==> src/rtl/mem_arb_pkg.sv <==
// ---------------------------------------------------------------------------
// mem_arb_pkg
//
// Shared definitions for the unified-memory port arbiter.
//   - arb_state_t            : FSM state encoding (IDLE=0, ISSUE=1, WAIT=2, RESP=3)
//   - PORT_CPU / PORT_DMA    : bit index of each requester in grant/req vectors
//   - TIMEOUT_CYCLES_DEFAULT : default WAIT-state cycle limit
//   - timeoutCntWidth()      : width of the WAIT-state counter for a given limit
// ---------------------------------------------------------------------------
package mem_arb_pkg;

    typedef enum logic [1:0] {
        IDLE  = 2'd0,
        ISSUE = 2'd1,
        WAIT  = 2'd2,
        RESP  = 2'd3
    } arb_state_t;

    localparam int PORT_CPU = 0;
    localparam int PORT_DMA = 1;

    localparam int TIMEOUT_CYCLES_DEFAULT = 255;

    // The counter must be able to hold the limit itself and is never
    // narrower than 8 bits.
    function automatic int timeoutCntWidth(input int cycles);
        int w;
        w = $clog2(cycles + 1);
        if (w < 8) begin
            w = 8;
        end
        return w;
    endfunction

endpackage

==> src/rtl/rr_pick2.sv <==
// ---------------------------------------------------------------------------
// rr_pick2
//
// Combinational two-way round-robin picker.
//   i_req   [1:0] : request vector, bit n = port n
//   i_last        : index of the port granted most recently
//   o_grant [1:0] : one-hot winner, 00 when nobody requests
// A lone requester always wins; on contention the port that was not
// granted last wins, so neither side can starve the other.
// ---------------------------------------------------------------------------
module rr_pick2
    import mem_arb_pkg::*;
(
    input  logic [1:0] i_req,
    input  logic       i_last,
    output logic [1:0] o_grant
);

    always_comb begin
        o_grant = 2'b00;
        unique case (i_req)
            2'b01:   o_grant = 2'b01;
            2'b10:   o_grant = 2'b10;
            2'b11: begin
                if (i_last == 1'(PORT_DMA)) begin
                    o_grant = 2'b01;
                end else begin
                    o_grant = 2'b10;
                end
            end
            default: o_grant = 2'b00;
        endcase
    end

endmodule

==> src/rtl/mem_port_arbiter.sv <==
// ---------------------------------------------------------------------------
// mem_port_arbiter
//
// Shares the single unified instruction/data memory between the CPU core
// (port 0) and the program loader / DMA engine (port 1). One transaction is
// in flight at a time: IDLE -> ISSUE -> WAIT -> RESP -> IDLE.
//
// Ports:
//   clk, reset            : clock, synchronous active-high reset
//   reqN/weN/addrN/wdataN : request side of port N (N = 0 CPU, 1 DMA)
//   doneN                 : one-cycle completion pulse back to port N
//   rdata                 : read data, valid while any doneN is high
//   err                   : timeout flag, valid with doneN
//   mem_req               : one-cycle transaction strobe to memory
//   mem_we/addr/wdata     : latched transaction fields to memory
//   mem_rdata, mem_done   : memory response
//   busy                  : high whenever the FSM is not in IDLE
//   grant                 : one-hot owner of the current transaction
//
// Build option: define MEM_ARB_TIMEOUT_EN to bound the WAIT state to
// TIMEOUT_CYCLES cycles; a timed-out transaction completes with err=1 and
// rdata=0. Without it WAIT waits forever and err is tied low.
// ---------------------------------------------------------------------------
module mem_port_arbiter
    import mem_arb_pkg::*;
#(
    parameter int AW             = 32,
    parameter int DW             = 32,
    parameter int TIMEOUT_CYCLES = TIMEOUT_CYCLES_DEFAULT
)
(
    input  logic          clk,
    input  logic          reset,
    input  logic          req0,
    input  logic          req1,
    input  logic          we0,
    input  logic          we1,
    input  logic [AW-1:0] addr0,
    input  logic [AW-1:0] addr1,
    input  logic [DW-1:0] wdata0,
    input  logic [DW-1:0] wdata1,
    output logic          done0,
    output logic          done1,
    output logic [DW-1:0] rdata,
    output logic          err,
    output logic          mem_req,
    output logic          mem_we,
    output logic [AW-1:0] mem_addr,
    output logic [DW-1:0] mem_wdata,
    input  logic [DW-1:0] mem_rdata,
    input  logic          mem_done,
    output logic          busy,
    output logic [1:0]    grant
);

    arb_state_t    r_state;
    arb_state_t    w_nextState;

    logic [1:0]    w_req;
    logic [1:0]    w_pick;
    logic          w_timeout;

    logic          r_lastGrant;
    logic [1:0]    r_grant;
    logic          r_we;
    logic [AW-1:0] r_addr;
    logic [DW-1:0] r_wdata;
    logic [DW-1:0] r_rdata;

    assign w_req = {req1, req0};

    rr_pick2 u_pick (
        .i_req   (w_req),
        .i_last  (r_lastGrant),
        .o_grant (w_pick)
    );

    // State register.
    always_ff @(posedge clk) begin
        if (reset) begin
            r_state <= IDLE;
        end else begin
            r_state <= w_nextState;
        end
    end

    // Next-state and state-decoded outputs. A timeout only matters when
    // mem_done is absent, so a simultaneous mem_done still completes normally.
    always_comb begin
        w_nextState = r_state;
        mem_req     = 1'b0;
        busy        = 1'b1;
        done0       = 1'b0;
        done1       = 1'b0;
        unique case (r_state)
            IDLE: begin
                busy = 1'b0;
                if (|w_req) begin
                    w_nextState = ISSUE;
                end
            end
            ISSUE: begin
                mem_req     = 1'b1;
                w_nextState = WAIT;
            end
            WAIT: begin
                if (mem_done || w_timeout) begin
                    w_nextState = RESP;
                end
            end
            RESP: begin
                done0       = r_grant[PORT_CPU];
                done1       = r_grant[PORT_DMA];
                w_nextState = IDLE;
            end
            default: begin
                w_nextState = IDLE;
            end
        endcase
    end

    // Transaction registers: the winner's fields are captured on the edge
    // leaving IDLE so later changes on the request side have no effect, and
    // the grant is released on the edge leaving RESP.
    always_ff @(posedge clk) begin
        if (reset) begin
            r_lastGrant <= 1'(PORT_DMA);
            r_grant     <= 2'b00;
            r_we        <= 1'b0;
            r_addr      <= '0;
            r_wdata     <= '0;
            r_rdata     <= '0;
        end else begin
            unique case (r_state)
                IDLE: begin
                    if (|w_req) begin
                        r_grant     <= w_pick;
                        r_lastGrant <= w_pick[PORT_DMA];
                        if (w_pick[PORT_DMA]) begin
                            r_we    <= we1;
                            r_addr  <= addr1;
                            r_wdata <= wdata1;
                        end else begin
                            r_we    <= we0;
                            r_addr  <= addr0;
                            r_wdata <= wdata0;
                        end
                    end
                end
                WAIT: begin
                    if (mem_done) begin
                        r_rdata <= mem_rdata;
                    end else if (w_timeout) begin
                        r_rdata <= '0;
                    end
                end
                RESP: begin
                    r_grant <= 2'b00;
                end
                default: begin
                end
            endcase
        end
    end

    assign grant     = r_grant;
    assign mem_we    = r_we;
    assign mem_addr  = r_addr;
    assign mem_wdata = r_wdata;
    assign rdata     = r_rdata;

`ifdef MEM_ARB_TIMEOUT_EN
    localparam int CNT_W = timeoutCntWidth(TIMEOUT_CYCLES);

    logic [CNT_W-1:0] r_waitCnt;
    logic             r_err;

    assign w_timeout = (r_state == WAIT) && (r_waitCnt == CNT_W'(TIMEOUT_CYCLES));

    // The counter reads 0 on the first WAIT cycle and k on the (k+1)th, so
    // the FSM leaves WAIT once TIMEOUT_CYCLES full cycles have passed.
    always_ff @(posedge clk) begin
        if (reset) begin
            r_waitCnt <= '0;
            r_err     <= 1'b0;
        end else begin
            if (r_state == WAIT) begin
                r_waitCnt <= r_waitCnt + 1'b1;
            end else begin
                r_waitCnt <= '0;
            end
            if (r_state == WAIT) begin
                if (mem_done) begin
                    r_err <= 1'b0;
                end else if (w_timeout) begin
                    r_err <= 1'b1;
                end
            end else if (r_state == IDLE) begin
                r_err <= 1'b0;
            end
        end
    end

    assign err = r_err && (r_state == RESP);
`else
    assign w_timeout = 1'b0;
    assign err       = 1'b0;
`endif

endmodule

==> config.mk <==
export PLATFORM = sky130hd
export DESIGN_NAME = mem_port_arbiter
export DESIGN_NICKNAME = d
export VERILOG_FILES = /design/src/rtl/mem_arb_pkg.sv /design/src/rtl/rr_pick2.sv /design/src/rtl/mem_port_arbiter.sv
export SDC_FILE = /design/constraint.sdc
export NUM_CORES = 1
export LEC_CHECK = 0
export CORE_ASPECT_RATIO = 0.75
export CORE_MARGIN = 1.5
export CORE_UTILIZATION = 30
export DETAILED_ROUTE_END_ITERATION = 16
export PLACE_DENSITY = 0.67
export SYNTH_ARGS = -nofsm -noshare
export SYNTH_HDL_FRONTEND = slang
export SYNTH_HIERARCHICAL = 1
export SYNTH_SLANG_ARGS = --single-unit
==> constraint.sdc <==
create_clock -name clk -period 4.5 [get_ports clk]
set_input_delay 0.675 -clock clk [delete_from_list [all_inputs] [get_ports clk]]
set_output_delay 0.675 -clock clk [all_outputs]
set_load 0.05 [all_outputs]
==> impl_metrics.py, run 1 <==
metrics = {
    "sta": {
        "finalSetupViolations": 0,
        "clock_skew_ns": 0.00596,
        "fin_tns_setup_ns": 0,
        "rsz0062_at_grt": "no",
        "period_needed_ns": 2.67,
        "report.final.slew_viol_count": 0,
        "hold_ws_ns": 0.455,
        "max_freq_mhz": 374,
        "finalHoldViolCount": 0,
        "worst_pin_slew_ns": 1.21,
        "period_share_pct": 59.4,
        "max-slew-margin-rel_pct": 19.4,
    },
    "floorplanning": {
        "die_h_um": 108,
        "row_count": 38,
        "floorplan.initialDensity_pct": 30.5,
        "coreArea_sq_um": 14400,
        "io_pins": 271,
        "die_width_um": 143,
        "die-area_sq_um": 15400,
    },
    "cts": {
        "h-tree-depth": 3,
        "clk_pin_slew_ns": 0.07,
        "cts_num_sinks": 102,
        "clock_path_buffers": 2,
        "cts_setup_buffers": 0,
        "insertion_delay_ns": 0.35,
        "cts_tree": "yes",
        "cts_made_buffers": 9,
        "cts-resized-gates": 0,
        "cts_root_buffer": "clkbuf_16",
        "ctsHoldBuffers": 0,
    },
    "yosys": {
        "synth.distinct_cells": 25,
        "synth_mux_area_share_pct": 15.1,
        "yosysTopAreaCell": "dfxtp_1",
        "synth-adder-area-share_pct": 1.43,
        "synth_top_area_share_pct": 46.6,
        "seq_area_frac_synth_pct": 46.6,
        "synth-compound-area-share_pct": 17.4,
        "synth_top_family_by_area": "compound AO/OA/AOI/OAI gates",
        "synth.area.top_cells": "dfxtp_1 (47%), mux2i_1 (15%), a211oi_1 (9.4%)",
        "synth-simple-area-share_pct": 12.8,
        "netlist_instances": 470,
        "synth_nets": 642,
        "synth_area_sq_um": 4390,
        "ys_seq_elements": 102,
        "synth_xor_area_share_pct": 0,
        "synth_area_per_cell_sq_um": 9.33,
        "synth_warnings": 6,
    },
    "worst_setup_path": {
        "worstSetupPathType": "reg -> out",
        "worstPathRequired_ns": 3.83,
        "path_delay_family": "buffers and inverters",
        "cpPeakStageDelay_ns": 0.79,
        "cp.buffers_inverters": 3,
        "end_kind": "primary output",
        "path_common_cell": "inv_1",
        "cp.arrival_ns": 2.00,
        "crit_slowest_cell": "clkdlybuf4s50_1",
        "startpoint_type": "flop",
        "crit_fanout": 5,
        "cp_cell_sequence": "inv_1, ha_1, inv_1, clkdlybuf4s50_1",
    },
    "grt": {
        "antenna_found_initial": 0,
        "grt_pass1_wl_um": 19700,
        "grt_pass1_vias": 3943,
        "grt_usage_pct": 16.4,
        "grt_overflow": 0,
        "grt_max_degree": 104,
    },
    "power_and_ir_drop": {
        "power_density_nw_per_um2": 613,
        "ir_worst_vdd_mv": 0.322,
        "finalPower_uw": 4530,
        "p_leak_uw": 0.00272,
    },
    "route": {
        "remaining_drc_errors": 0,
        "dr.first_iter.drc_count": 193,
        "vias": 4174,
        "postRouteAntennaNets": 0,
        "wl_per_cell_um": 14.2,
        "viasPerCell": 4.56,
        "drt_pre_antenna_iters": 5,
        "wl_um": 13000,
    },
    "layout": {
        "layout-drive-gt1-share_pct": 4.33,
        "final_nets": 883,
        "utilization_pct": 51.5,
        "diodes": 0,
        "syn2layout_area_growth_pct": 68.6,
        "fin_area_sq_um": 7390,
    },
    "placed_design": {
        "portBuffers": 269,
        "hpwl_um": 9470,
        "placed_cell_area_sq_um": 7100,
        "routabilityCongestion": 0.757,
    },
    "status": {
        "status": "complete, no violations",
    },
    "worst_hold_path": {
        "hold_class": "reg -> reg",
    },
    "job": {
        "drv_cap": 0,
    },
}
-- per-layer routing --
layer / up-vias / GRT usage [%] / routed length [um]
met3: 17 / 5.65 / 1010
li1: 2112 / - / -
met2: 157 / 28.7 / 6400
met5: - / 0 / 0
met1: 1888 / 18.5 / 5360
met4: 0 / 5.82 / 260
-- flip-flops by register name, indices dropped and copies added, names as in the netlist --
signal and flops:
mem_we 1, mem_addr 32, mem_wdata 32, grant 2
r_lastGrant 1, r_state 2, rdata 32
-- cells by family (layout without fill, tap and decap cells) --
group           Yosys count  in the layout
mux                      66             66
simple gates            142            142
fa+ha+maj                 5              5
buf+inv                  47            293
other cells               1              1
flops                   102            102
compound gates          107            107
-- worst register-to-register path, stage by stage, from the launching register on --
cell and delay, ns:
dfxtp_1 0.36, inv_1 0.10, ha_1 0.28, o21a_4 0.70
buf_12 0.38, nor2_1 0.11, a211oi_1 0.26
-- cell type report --
class                   instances  area, sq um
multi-input cells             321         2070
inverters                       5         18.8
well taps                     200          250
clock inverters                 6         61.3
flip-flops and latches        102         2040
clock buffers                  10          229
repair buffers                272         2730
fillers                      1331         6970
-- power breakdown --
| group | internal [uW] | switching [uW] |
|---|---|---|
| clock network | 430 | 338 |
| registers | 1180 | 152 |
| logic | 852 | 1570 |
| total | 2470 | 2060 |
-- cell usage after synthesis --
cell type  number
a21boi_1        1
ha_1            5
a211oi_1       55
dfxtp_1       102
nor2b_1         1
buf_8           2
conb_1          1
buf_4           5
mux2i_1        66
nor3b_1         1
nand2b_1        2
and2_1          3
inv_1           5
o21ai_0         2
nand3b_1        2
o21a_1          2
a21oi_1        35
a21boi_0        1
buf_6           8
buf_2          14
a211oi_2       10
nor2_1         68
a211o_1         1
clkbuf_1       13
nand2_1        65
-- final timing paths --
kind | cells after the start | slack (ns) | from | endpoint
hold reg to reg | 2 | 0.46 | rdata[17] | rdata[17]
setup / recovery | 4 | 1.83 | r_state[0] | busy
setup reg to reg | 6 | 2.21 | r_state[1] | mem_wdata[25]
hold / removal | 2 | 0.46 | rdata[17] | rdata[17]
-- metrics by stage --
step	setup slack [ns]	instances
2_1_floorplan	2.70	470
3_3_place_gp	1.86	900
3_5_place_dp	1.75	900
4_1_cts	1.80	916
5_1_grt	1.70	916
6_report	1.83	916
-- placed cells by master (no fill, tap or decap), drive strengths merged --
| cell | n |
|---|---|
| buf | 4 |
| clkinvlp | 1 |
| nand2 | 65 |
| inv | 6 |
| a21oi | 35 |
| o21a | 2 |
| conb | 1 |
| nand3b | 2 |
| ha | 5 |
| dfxtp | 102 |
| nand2b | 2 |
| clkbuf | 10 |
| a211oi | 65 |
| nor3b | 1 |
| mux2i | 66 |
| o21ai | 2 |
| clkdlybuf4s50 | 268 |
| a211o | 1 |
| a21boi | 2 |
| clkinv | 3 |
| and2 | 3 |
| nor2b | 1 |
| nor2 | 68 |
| bufinv | 1 |
No activity file was read; power rests on OpenSTA's default activity.
==> run 2, diff against run 1 <==
- clock period: 4.5 -> 2.6 ns (I/O delays scaled with it)
==> impl_metrics.py, run 2 (synthesis results as in run 1) <==
metrics = {
    "worst_setup_path": {
        "end_kind": "primary output",
        "startpoint_type": "flop",
        "reg2reg_setup_slack_ns": 0.72,
        "cp.arrival_ns": 2.00,
        "crit_fanout": 5,
        "worstPathRequired_ns": 2.21,
        "worstSetupPathType": "reg -> out",
    },
    "sta": {
        "fin_tns_setup_ns": 0,
        "finalHoldViolCount": 0,
        "report.final.slew_viol_count": 0,
        "worst_pin_slew_ns": 0.684,
        "rsz0062_at_grt": "no",
        "clock_skew_ns": 0.00747,
        "finalSetupViolations": 0,
        "max-slew-margin-rel_pct": 54.4,
        "period_needed_ns": 2.39,
        "period_share_pct": 91.9,
        "max_freq_mhz": 419,
    },
    "grt": {
        "grt_max_degree": 67,
        "grt_usage_pct": 16.4,
        "grt_pass1_wl_um": 19700,
        "grt_pass1_vias": 3950,
        "antenna_found_initial": 0,
        "grt_overflow": 0,
    },
    "power_and_ir_drop": {
        "power_density_nw_per_um2": 1050,
        "ir_worst_vdd_mv": 0.616,
        "p_leak_uw": 0.00276,
        "finalPower_uw": 7860,
    },
    "cts": {
        "clk_pin_slew_ns": 0.06,
        "clock_path_buffers": 2,
        "cts-resized-gates": 0,
        "ctsHoldBuffers": 0,
        "insertion_delay_ns": 0.35,
        "cts_tree": "yes",
        "cts_made_buffers": 9,
        "cts_num_sinks": 102,
        "h-tree-depth": 3,
        "cts_root_buffer": "clkbuf_16",
        "cts_setup_buffers": 0,
    },
    "route": {
        "viasPerCell": 4.54,
        "remaining_drc_errors": 0,
        "drt_pre_antenna_iters": 4,
        "wl_per_cell_um": 14.1,
        "wl_um": 13000,
        "postRouteAntennaNets": 0,
        "dr.first_iter.drc_count": 175,
        "vias": 4188,
    },
    "floorplanning": {
        "coreArea_sq_um": 14400,
        "floorplan.initialDensity_pct": 30.5,
        "io_pins": 271,
        "die-area_sq_um": 15400,
        "die_width_um": 143,
        "die_h_um": 108,
        "row_count": 38,
    },
    "layout": {
        "layout_common_cells": "clkdlybuf4s50_1 (268), dfxtp_1 (102), nor2_1 (68)",
        "final_common_cell": "clkdlybuf4s50_1",
        "ff_latch_area_sq_um": 2040,
        "n_fill_cell": 1289,
        "final_nets": 889,
        "diodes": 0,
        "multi_input_area_sq_um": 2070,
        "layout-drive-gt1-share_pct": 5.26,
        "syn2layout_area_growth_pct": 70.6,
    },
    "placed_design": {
        "portBuffers": 269,
        "routabilityCongestion": 0.763,
        "hpwl_um": 9820,
    },
    "status": {
        "status": "complete, no violations",
    },
    "job": {
        "drv_cap": 0,
    },
    "worst_hold_path": {
        "hold_class": "reg -> reg",
    },
}
run 2: path summary, 6_finish.rpt:
kind / start / to / cells past startpoint
max: r_state[0] / busy / 4
min: rdata[4] / rdata[4] / 2
max reg2reg: r_state[1] / mem_addr[31] / 6
min reg2reg: rdata[4] / rdata[4] / 2
run 2: metrics by stage:
stage / std cells / hold slack (ns) / utilization (%) / setup slack [ns] / area (sq um)
floorplan: 470 / 0.496 / - / 1.09 / 4390
global placement: 906 / 0.442 / 50.0 / 0.581 / 7190
detailed placement: 906 / 0.450 / 50.0 / 0.497 / 7190
CTS: 922 / 0.460 / 52.1 / 0.173 / 7480
global route: 922 / 0.485 / 52.1 / 0.103 / 7480
finish: 922 / 0.457 / 52.1 / 0.211 / 7480
run 2: where the power goes:
part | internal (uW) | switching [uW] | leakage (uW)
Combinational | 1510 | 2720 | 0.00178
Sequential | 2050 | 268 | 0.000840
Clock | 729 | 580 | 0.000145
run 2: area by class of cell:
type | count | share of cell area [%]
multi-input combinational | 321 | 27.6
clock inverter | 4 | 0.401
clock buffer | 12 | 3.56
sequential | 102 | 27.3
timing repair buffer | 278 | 37.5
tap | 200 | 3.34
inverter | 5 | 0.251
run 2: worst max-delay path, stage by stage (launching register included):
cell and delay (ns):
dfxtp_1 0.41, inv_1 0.09, ha_1 0.28, inv_1 0.08, clkdlybuf4s50_1 0.79
run 2: layer usage:
| metal | vias up | routed length, um | global-route usage [%] |
|---|---|---|---|
| met5 | - | 0 | 0 |
| met4 | 0 | 249 | 6.26 |
| met3 | 18 | 1010 | 4.85 |
| met2 | 152 | 6240 | 27.8 |
| met1 | 1892 | 5490 | 19.5 |
| li1 | 2126 | - | - |
==> run 3, diff against run 2 <==
- CORE_MARGIN: 1.5 -> default
- GPL_ROUTABILITY_DRIVEN: default -> 0
==> impl_metrics.py, run 3 (synthesis results as in run 1) <==
metrics = {
    "status": {
        "status": "complete, no violations",
    },
    "power_and_ir_drop": {
        "ir_worst_vdd_mv": 0.447,
        "p_leak_uw": 0.00276,
        "power_density_nw_per_um2": 1060,
    },
    "grt": {
        "grt_max_degree": 69,
        "grt_overflow": 0,
        "grt_usage_pct": 17.1,
        "grt_pass1_wl_um": 20500,
        "antenna_found_initial": 0,
        "grt_pass1_vias": 4123,
    },
    "route": {
        "dr.first_iter.drc_count": 132,
        "vias": 4217,
        "drt_pre_antenna_iters": 4,
        "postRouteAntennaNets": 0,
        "viasPerCell": 4.60,
        "wl_per_cell_um": 14.5,
        "remaining_drc_errors": 0,
        "wl_um": 13300,
    },
    "cts": {
        "h-tree-depth": 3,
        "cts_made_buffers": 9,
        "insertion_delay_ns": 0.33,
        "cts_tree": "yes",
        "clock_path_buffers": 2,
        "cts_root_buffer": "clkbuf_16",
        "cts_setup_buffers": 0,
        "cts-resized-gates": 0,
        "clk_pin_slew_ns": 0.07,
        "ctsHoldBuffers": 0,
        "cts_num_sinks": 102,
    },
    "floorplanning": {
        "die_width_um": 142,
        "die_h_um": 107,
        "io_pins": 271,
        "floorplan.initialDensity_pct": 31.4,
        "row_count": 37,
        "die-area_sq_um": 15100,
        "coreArea_sq_um": 14000,
    },
    "worst_setup_path": {
        "startpoint_type": "flop",
        "worstPathRequired_ns": 2.21,
        "worstSetupPathType": "reg -> out",
        "cp.buffers_inverters": 3,
        "crit_fanout": 5,
        "cp.arrival_ns": 1.98,
        "cpPeakStageDelay_ns": 0.81,
        "crit_slowest_cell": "clkdlybuf4s50_1",
        "path_common_cell": "inv_1",
        "reg2reg_setup_slack_ns": 0.87,
        "end_kind": "primary output",
        "cp_cell_sequence": "inv_1, ha_1, inv_1, clkdlybuf4s50_1",
        "path_delay_family": "buffers and inverters",
    },
    "sta": {
        "max_freq_mhz": 422,
        "period_needed_ns": 2.37,
        "report.final.slew_viol_count": 0,
        "fin_tns_setup_ns": 0,
        "worst_pin_slew_ns": 0.561,
        "period_share_pct": 91.0,
        "finalSetupViolations": 0,
        "rsz0062_at_grt": "no",
        "clock_skew_ns": 0.00536,
        "max-slew-margin-rel_pct": 62.5,
        "hold_ws_ns": 0.454,
        "finalHoldViolCount": 0,
    },
    "layout": {
        "final_common_cell": "clkdlybuf4s50_1",
        "final_nets": 889,
        "syn2layout_area_growth_pct": 70.5,
        "n_fill_cell": 1239,
        "layout-drive-gt1-share_pct": 5.12,
        "utilization_pct": 53.5,
        "diodes": 0,
        "stdcell_count": 917,
        "layout_common_cells": "clkdlybuf4s50_1 (268), dfxtp_1 (102), nor2_1 (68)",
    },
    "placed_design": {
        "portBuffers": 269,
        "hpwl_um": 10100,
        "dp_cells": 901,
    },
    "worst_hold_path": {
        "hold_class": "reg -> reg",
    },
    "job": {
        "drv_cap": 0,
    },
}
[run 3: stage by stage]
stage | power [uW] | instance area [sq um] | worst slack, ns
after floorplan | 5210 | 4390 | 1.09
after global placement | 6540 | 7170 | 0.521
after detailed placement | 6610 | 7170 | 0.472
after CTS | 8030 | 7480 | 0.202
after global routing | 8340 | 7480 | 0.129
final | 7940 | 7480 | 0.233
[run 3: area by class of cell]
type,instances,area (sq um),area share [%]
Clock buffer,12,256,3.43
Clock inverter,4,53.8,0.720
Inverter,5,18.8,0.251
Multi-Input combinational cell,321,2070,27.6
Sequential cell,102,2040,27.3
Tap cell,195,244,3.26
Timing Repair Buffer,278,2800,37.4
[run 3: worst paths after layout]
path,start,endpoint,depth (start not counted)
min,rdata[3],rdata[3],2
max,r_state[0],busy,4
max reg2reg,r_state[0],mem_wdata[20],6
min reg2reg,rdata[3],rdata[3],2
[run 3: tightest hold or removal path: cells and delay by family (launching register included)]
kind	cells	cell delay (ns)
AO/OA/AOI/OAI	1	0.05
flip-flops	1	0.31
AND/OR/NAND/NOR	1	0.05
[run 3: where the power goes]
| group | total, uW | leakage (uW) | switching (uW) | internal [uW] |
|---|---|---|---|---|
| logic | 4240 | 0.00177 | 2730 | 1510 |
| clock network | 1390 | 0.000145 | 586 | 804 |
| registers | 2310 | 0.000840 | 261 | 2050 |
[run 3: metal layers]
metal / vias up / routed length (um) / GRT usage [%] / share of wire, %
met5: - / 0 / 0 / 0
met2: 156 / 6690 / 31.2 / 50
li1: 2118 / - / - / -
met4: 0 / 183 / 4.92 / 1.4
met1: 1930 / 5530 / 19.5 / 42
met3: 13 / 872 / 4.42 / 6.6
